### src/rtl/fp_det_pkg.sv
// Types and constants shared by the matrix fetch and determinant calculation stages.
package fp_det_pkg;
    localparam int ADDR_WIDTH     = 24;
    localparam int RAM_ADDR_WIDTH = 10;
    localparam int MAX_DIMENSION  = 32;

    typedef logic [5:0]  dim_t;
    typedef logic [10:0] count_t;

    typedef enum logic [2:0] {IDLE, ISSUE, DRAIN, DONE, FLUSH} state_t;

    function automatic count_t elem_count(input dim_t n);
        return count_t'(n) * count_t'(n);
    endfunction
endpackage

### src/rtl/matrix_fetch_if.sv
// Avalon-MM pipelined read bus between the matrix fetch master and SDRAM.
interface matrix_fetch_if #(
    parameter int ADDR_WIDTH = 24,
    parameter int DATA_WIDTH = 32
);
    logic [ADDR_WIDTH-1:0] address;
    logic                  read;
    logic [DATA_WIDTH-1:0] readdata;
    logic                  readdatavalid;
    logic                  waitrequest;

    modport master (output address, read, input readdata, readdatavalid, waitrequest);
    modport slave  (input address, read, output readdata, readdatavalid, waitrequest);
endinterface

### src/rtl/matrix_fetch.sv
// Loads a row-major NxN matrix from SDRAM into matrix RAM; read issued the cycle after start,
// RAM write one cycle after each response; waitrequest stalls issue, credits bound in-flight reads.
module matrix_fetch #(
    parameter int ADDR_WIDTH      = fp_det_pkg::ADDR_WIDTH,
    parameter int DATA_WIDTH      = 32,
    parameter int RAM_ADDR_WIDTH  = fp_det_pkg::RAM_ADDR_WIDTH,
    parameter int MAX_DIMENSION   = fp_det_pkg::MAX_DIMENSION,
    parameter int MAX_OUTSTANDING = 8
) (
    input  logic                      clk,
    input  logic                      reset,
    input  logic                      start,
    input  logic [ADDR_WIDTH-1:0]     base_addr,
    input  fp_det_pkg::dim_t          dimension,
    input  logic                      abort,
    output logic                      busy,
    output logic                      done,
    output logic                      error,
    matrix_fetch_if.master            bus,
    output logic [RAM_ADDR_WIDTH-1:0] ram_wraddress,
    output logic [DATA_WIDTH-1:0]     ram_wrdata,
    output logic                      ram_wren
);
    import fp_det_pkg::*;

    localparam int CRED_W = $clog2(MAX_OUTSTANDING + 1);

    state_t                state;
    logic [ADDR_WIDTH-1:0] addr_q;
    logic                  read_q;
    count_t                total;
    count_t                issued;
    count_t                received;
    logic [CRED_W-1:0]     credits;

    logic                  accept;
    logic                  rsp;
    logic                  stalled;
    logic                  more;
    logic                  bad_start;
    logic [CRED_W-1:0]     credits_nxt;
    count_t                issued_nxt;

    assign bus.address = addr_q;
    assign bus.read    = read_q;

    assign accept  = read_q && !bus.waitrequest;
    assign stalled = read_q && bus.waitrequest;
    // Responses outside an active or flushing load are strays and are dropped entirely.
    assign rsp     = bus.readdatavalid && (state == ISSUE || state == DRAIN || state == FLUSH);

    always_comb begin
        credits_nxt = credits;
        if (accept && !rsp)
            credits_nxt = credits + CRED_W'(1);
        else if (!accept && rsp)
            credits_nxt = credits - CRED_W'(1);
    end

    assign issued_nxt = issued + count_t'(accept);
    assign more       = (issued_nxt < total) && (credits_nxt < CRED_W'(MAX_OUTSTANDING));
    assign bad_start  = (dimension < dim_t'(2)) || (dimension > dim_t'(MAX_DIMENSION)) ||
                        (base_addr[1:0] != 2'b00);

    always_ff @(posedge clk) begin
        if (reset) begin
            state         <= IDLE;
            addr_q        <= '0;
            read_q        <= 1'b0;
            total         <= '0;
            issued        <= '0;
            received      <= '0;
            credits       <= '0;
            busy          <= 1'b0;
            done          <= 1'b0;
            error         <= 1'b0;
            ram_wren      <= 1'b0;
            ram_wraddress <= '0;
            ram_wrdata    <= '0;
        end else begin
            done     <= 1'b0;
            error    <= 1'b0;
            ram_wren <= 1'b0;
            credits  <= credits_nxt;
            issued   <= issued_nxt;
            if (accept)
                addr_q <= addr_q + ADDR_WIDTH'(4);
            if (rsp && state != FLUSH) begin
                ram_wren      <= 1'b1;
                ram_wraddress <= received[RAM_ADDR_WIDTH-1:0];
                ram_wrdata    <= bus.readdata;
                received      <= received + count_t'(1);
            end

            case (state)
                IDLE: begin
                    if (start) begin
                        if (bad_start) begin
                            error <= 1'b1;
                        end else begin
                            addr_q   <= base_addr;
                            total    <= elem_count(dimension);
                            issued   <= '0;
                            received <= '0;
                            read_q   <= 1'b1;
                            busy     <= 1'b1;
                            state    <= ISSUE;
                        end
                    end
                end
                ISSUE: begin
                    if (abort) begin
                        // A request caught in waitrequest must still complete on the bus.
                        read_q <= stalled;
                        state  <= FLUSH;
                    end else begin
                        read_q <= more || stalled;
                        if (issued_nxt == total)
                            state <= DRAIN;
                    end
                end
                DRAIN: begin
                    if (abort) begin
                        state <= FLUSH;
                    end else if (received == total) begin
                        done  <= 1'b1;
                        busy  <= 1'b0;
                        state <= DONE;
                    end
                end
                DONE: state <= IDLE;
                FLUSH: begin
                    read_q <= stalled;
                    if (credits == '0 && !read_q) begin
                        busy  <= 1'b0;
                        state <= IDLE;
                    end
                end
                default: state <= IDLE;
            endcase
        end
    end
endmodule

### src/flat_wrapper.sv
// flat-port wrapper written by rule: the top's interface ports become plain ports
module matrix_fetch_flat import fp_det_pkg::*;
#(
    parameter int ADDR_WIDTH      = fp_det_pkg::ADDR_WIDTH,
    parameter int DATA_WIDTH      = 32,
    parameter int RAM_ADDR_WIDTH  = fp_det_pkg::RAM_ADDR_WIDTH,
    parameter int MAX_DIMENSION   = fp_det_pkg::MAX_DIMENSION,
    parameter int MAX_OUTSTANDING = 8
)
  (clk, reset, start, base_addr, dimension, abort, busy, done, error, ram_wraddress, ram_wrdata, ram_wren, bus_address, bus_read, bus_readdata, bus_readdatavalid, bus_waitrequest);
  matrix_fetch_if #(.ADDR_WIDTH(ADDR_WIDTH), .DATA_WIDTH(DATA_WIDTH)) bus_i ();
  input  logic clk;
  input  logic reset;
  input  logic start;
  input  logic [ADDR_WIDTH-1:0] base_addr;
  input  fp_det_pkg::dim_t dimension;
  input  logic abort;
  output logic busy;
  output logic done;
  output logic error;
  output logic [RAM_ADDR_WIDTH-1:0] ram_wraddress;
  output logic [DATA_WIDTH-1:0] ram_wrdata;
  output logic ram_wren;
  output wire logic [$bits(bus_i.address)-1:0] bus_address;
  output wire logic [$bits(bus_i.read)-1:0] bus_read;
  input wire logic [$bits(bus_i.readdata)-1:0] bus_readdata;
  input wire logic [$bits(bus_i.readdatavalid)-1:0] bus_readdatavalid;
  input wire logic [$bits(bus_i.waitrequest)-1:0] bus_waitrequest;
  assign bus_address = bus_i.address;
  assign bus_read = bus_i.read;
  assign bus_i.readdata = bus_readdata;
  assign bus_i.readdatavalid = bus_readdatavalid;
  assign bus_i.waitrequest = bus_waitrequest;
  matrix_fetch #(.ADDR_WIDTH(ADDR_WIDTH), .DATA_WIDTH(DATA_WIDTH), .RAM_ADDR_WIDTH(RAM_ADDR_WIDTH), .MAX_DIMENSION(MAX_DIMENSION), .MAX_OUTSTANDING(MAX_OUTSTANDING)) u_core (.clk(clk), .reset(reset), .start(start), .base_addr(base_addr), .dimension(dimension), .abort(abort), .busy(busy), .done(done), .error(error), .bus(bus_i), .ram_wraddress(ram_wraddress), .ram_wrdata(ram_wrdata), .ram_wren(ram_wren));
endmodule
### config.mk
export PLATFORM = sky130hd
export DESIGN_NAME = matrix_fetch_flat
export DESIGN_NICKNAME = d
export VERILOG_FILES = /design/src/rtl/fp_det_pkg.sv /design/src/rtl/matrix_fetch_if.sv /design/src/rtl/matrix_fetch.sv /design/src/flat_wrapper.sv
export SDC_FILE = /design/constraint.sdc
export NUM_CORES = 1
export LEC_CHECK = 0
export ABC_CLOCK_PERIOD_IN_PS = 6900
export CORE_ASPECT_RATIO = 0.9
export CORE_UTILIZATION = 54
export DETAILED_ROUTE_END_ITERATION = 16
export GPL_TIMING_DRIVEN = 0
export PLACE_DENSITY_LB_ADDON = 0.1
export REMOVE_ABC_BUFFERS = 1
export SYNTH_ARGS = -nofsm -noshare
export SYNTH_HDL_FRONTEND = slang
export SYNTH_SLANG_ARGS = --single-unit
### constraint.sdc
create_clock -name clk -period 6.9 [get_ports clk]
set_clock_uncertainty 0.15 [all_clocks]
set_input_delay 1.725 -clock clk [delete_from_list [all_inputs] [get_ports clk]]
set_output_delay 1.725 -clock clk [all_outputs]
set_load 0.01 [all_outputs]
# Yosys cells after proc, flatten, opt, wreduce, memory -nomap -nowiden
# Index checks and enable logic that the tools add are counted.
# Widths: inputs -> output; s select.
# totals
in_bits	68
wordCells	100
register_bits	111
# classes
n_addsub	5
order_cmp	4
n_mul	1
n_bitwise	4
reduce_logical	28
n_eq_ne	13
n_mux	32
# op_table
op	count
$mux 24	4
$mux 11	7
$add 24x3->24 const B	1
$eq 11x11->1	2
$mux 3	7
$pmux 3 s4	1
$add 11x1->11	1
$add 11x1->11 const B	1
$lt 11x11->1	1
$mul 6x6->11	1
$ne 2x2->1 const B	5
$mux 1	9
$ne 3x3->1 const B	3
$logic_and 1x1->1	8
$mux 4	2
$gt 6x6->1 const B	1
$lt 6x2->1 const B	1
$pmux 1 s3	2
$reduce_and 3->1	2
$reduce_and 6->1	1
$reduce_bool 3->1	2
$reduce_or 3->1	2
$logic_or 1x1->1	5
$reduce_and 5->1	1
11 further kinds	17

# Depth between registers and ports, before layout
# depth
ltp_word	12
mapped_depth	14
ltp_nobuf	14

# Worst setup path after synthesis
# No wires, ideal clock.
# synth_path
path_type	in2reg
start	input dimension[3]
end	register u_core.total[10]
cell_stages	14
setup_ns	0.086
arrival_time_ns	4.877
path_slack_ns	1.788
cell_sequence	clkbuf_1 -> inv_1 -> nor2_1 -> fa_1 -> inv_1 -> fa_1 -> fa_1 -> inv_1 -> ha_1 -> or3_1 -> o2bb2ai_1 -> o21ai_0 -> xnor2_1 -> a211oi_1
# synth_between
elab_chain_len	5
# synth_rtl
item	line_no	text
start: declaration	flat_wrapper.sv:16	input fp_det_pkg::dim_t dimension;
parallel branches: the longest is 5 deep, another holds $mul 6x6->11	-	
end signal: assignment	matrix_fetch.sv:102	total <= elem_count(dimension);
end: declaration	matrix_fetch.sv:31	count_t total;
# Several ways; the timed one is not identified.
# A chain may end at the register's enable or synchronous reset.

# Worst setup path after layout
# layout_path
start	input dimension[0]
end	register u_core.total[10]
# Same word-level chain as after synthesis.

==> summary.md <==
| Metric | Value |
|---|---|
| Switching Power | 401.0 µW |
| Inserted Diodes | 0 |
| Final setup margin | 1.379 ns |
| Initial core utilization | 0.5534 |
| CTS tree | yes |
| CP max stage delay | 0.57 ns |
| Fin. Hold Viols | 0 |
| Sequential cell area | 2202 µm² |
| Wire per inst | 14.24 µm |
| Most frequent cells in the layout | clkdlybuf4s50_1 (137), nand2_1 (119), dfxtp_1 (110) |
| DRC viols | 0 |
| Hold WS | 0.3053 ns |
| Cts hold-fix bufs | 0 |
| Pwr dens | 194.7 nW/µm² |
| Async set-reset flop share out of synthesis | 0 |
| Int Pwr | 1.034 mW |
| First-pass GRT wire length | 21,900 µm |
| Area of the die | 10,870 µm² |
| Nets@finish | 911 |
| Synthesis-stage register bit count | 110 |
| Remaining Overflow, GRT | 0 |
| P&R area growth vs syn | 30.53% |
| Hold Path Sink | u_core.ram_wrdata[11] |
| Combinational share of power | 0.175 |
| Worst Min Path Start | u_core.ram_wrdata[11] |
| Ratio of cells with drive above 1 in the final layout | 0.03086 |
| Post-CTS sizing | 0 |
| I/O Buffers | 138 |
| Worst Tran Pin Value | 0.9317 ns |
| Worst-path clk slew | 0.08 ns |
| Die width | 109.8 µm |
| Maximum clock rate | 181.1 MHz |
| Slowest CP cell | clkdlybuf4s50_1 |
| Cells on worst reg2reg path | 11 |
| Crit path max fanout | 8 |
| Worst IR Drop VDD | 0.1404 mV |
| Synth Warn # | 0 |
| Fillers | 793 |
| Bufs on Longest Clock Path | 2 |
| Synth top area share | 0.3900 |
| Starting DRT DRC Count | 230 |
| Die height | 99.01 µm |
| Final min period | 5.521 ns |
| Post-synth EDFFs | 0 |
| Reg2reg start | u_core.bus.read |
| Antenna violations before repair | 0 |
| Startpoint Class | input pin |
| RSZ-0062 raised after global routing | no |
| Delay-heaviest family, CP | adder cells |
| First-pass DRT Iterations | 4 |
| Clock root buffer | clkbuf_16 |
| Vias in the first global route | 4,821 |
| Post-CTS Setup Inserts | 0 |
| GR Util All Layers | 0.2511 |
| Syn_area_per_cell | 8.184 µm² |
| TNS Setup | 0 ns |
| Max_slew headroom | 0.3789 |
| Critical Path RT | 7.00 ns |
| Max-slew violation count | 0 |
| Switching Share | 0.2795 |
| RePlAce Congestion | 0.8408 |
| Worst EP arrival | 5.62 ns |
| RR Endpoint | u_core.state[1] |
| Routed Antenna Nets | 0 |
| IO Pins | 139 |
| Largest cells by area after synthesis | dfxtp_1 (39%), nand2_1 (8.0%), ha_1 (6.6%) |
| Top_reg_cell synth | dfxtp_1 |
| Hold Crit Depth | 2 |
| Latest clock arrival within the worst-skew pair | 0.34 ns |
| Flop2flop setup slack | 2.86 ns |
| Core ar. | 10,200 µm² |
| Sequential area share after synthesis | 0.3900 |
| Largest net degree at the start of global routing | 91 |
| H-tree depth | 3 |
| DR vias | 4,989 |
| Maxcap violations | 0 |
| Crit end category | flip-flop |
| Hpwl dp | 9748 µm |
| Gate Count Post-Synth | 690 |
| Setup CP Type | input pin to flip-flop |
| WL final | 13,370 µm |
| Post-Syn Area | 5647 µm² |
| Most used cell along the critical path | fa_1 |
| Worst hold-check path type | flip-flop to flip-flop |
| Leak Pwr | 2.769 nW |
| Row cnt | 35 |
| Yosys top cell by area | dfxtp_1 |
| CTS buffer count | 9 |
| Sequential Power Share | 0.466 |
| Setup WS pre-CTS | 1.043 ns |
| Util after Layout | 0.7224 |
| Crit-path cells | clkdlybuf4s50_1 -> and2_1 -> fa_1 -> inv_1 -> fa_1 -> fa_1 -> inv_1 -> ha_1 -> or3_1 -> o2bb2ai_1 -> o21ai_0 -> xnor2_1 -> a211oi_1 |
| Vias per inst | 5.313 |
| Multi-input logic area | 3144 µm² |
| Fin crit share | 0.8001 |
| Setup violations, final | 0 |
| Number of clock sinks | 110 |
| Sum of buffers and inverters on the critical path | 3 |
| Number of library cell types mapped by synthesis | 51 |
| Commonest non-fill, non-tap cell in the layout | clkdlybuf4s50_1 |
| Status | completed |
| Clock power frac | 0.359 |
metrics by stage:
step	power [mW]	instance area (µm²)	cells
floorplan	0.8193	5499	655
global placement	0.9206	7042	922
detailed placement	0.9305	7066	923
CTS	1.441	7368	939
global route	1.495	7371	939
finish	1.435	7371	939
layout make-up:
type / count / share of cell area
sequential: 110 / 0.2988
timing repair buffer: 139 / 0.1898
clock buffer: 9 / 0.03056
multi-input combinational: 502 / 0.4266
inverter: 43 / 0.02190
tap: 129 / 0.02190
clock inverter: 7 / 0.01052
cells in the mapped netlist (6+ instances only):
library cell and number:
and3_1 8, nand3_1 16, nand4_1 12, and2_1 23, xnor2_1 29, fa_1 8, o21ai_0 7, ha_1 30
inv_1 43, xor2_1 32, buf_2 7, nor2_1 62, nor4_1 6, a211oi_1 30, nor3_1 9, dfxtp_1 110
nand2_1 120, clkbuf_1 25, a21oi_1 63
worst max path at each step:
stage / slack (ns) / to / start / cells past startpoint
global placement: 1.06 / u_core.total[10] / dimension[0] / 13
floorplan: 1.93 / u_core.total[10] / dimension[5] / 12
global route: 1.19 / u_core.total[10] / dimension[3] / 14
detailed placement: 1.04 / u_core.total[10] / dimension[0] / 13
CTS: 1.39 / u_core.total[10] / dimension[0] / 13
finish: 1.38 / u_core.total[10] / dimension[0] / 13
sequential cells by signal, indices dropped and copies added (netlist names):
| name | flops |
|---|---|
| u_core.bus.read | 1 |
| u_core.ram_wraddress | 10 |
| u_core.bus.address | 24 |
| u_core.credits | 4 |
| u_core.busy | 1 |
| u_core.total | 10 |
| u_core.issued | 11 |
| u_core.ram_wren | 1 |
| u_core.state | 3 |
| u_core.received | 11 |
| u_core.ram_wrdata | 32 |
| u_core.done | 1 |
| u_core.error | 1 |
power groups by stage:
stage	sequential (mW)	clock (mW)	combinational (mW)
after global routing	0.671	0.546	0.277
after detailed placement	0.683	0	0.248
final	0.668	0.516	0.251
after CTS	0.668	0.523	0.250
after floorplan	0.685	0	0.135
after global placement	0.682	0	0.239
kinds of logic after synthesis:
kind of cell,after synthesis,share of synthesized area
flip-flops,110,0.3900
AND/OR/NAND/NOR,285,0.2371
buffers and inverters,78,0.05473
AO/OA/AOI/OAI,115,0.1232
adder cells (fa/ha/maj),38,0.09484
XOR/XNOR,61,0.09462
multiplexers,3,0.005540
routing by layer:
layer / wire (µm) / share of wire / GRT usage
met5: 0 / 0 / 0
met4: 110 / 0.0082 / 0.05641
met3: 853 / 0.064 / 0.04894
met2: 6605 / 0.49 / 0.4341
met1: 5802 / 0.43 / 0.3207
worst min-delay path: stages (launching register included):
cell,delay (ns)
dfxtp_1,0.31
nand2_1,0.05
a21oi_1,0.05
Power figures use the tool's default switching activity.
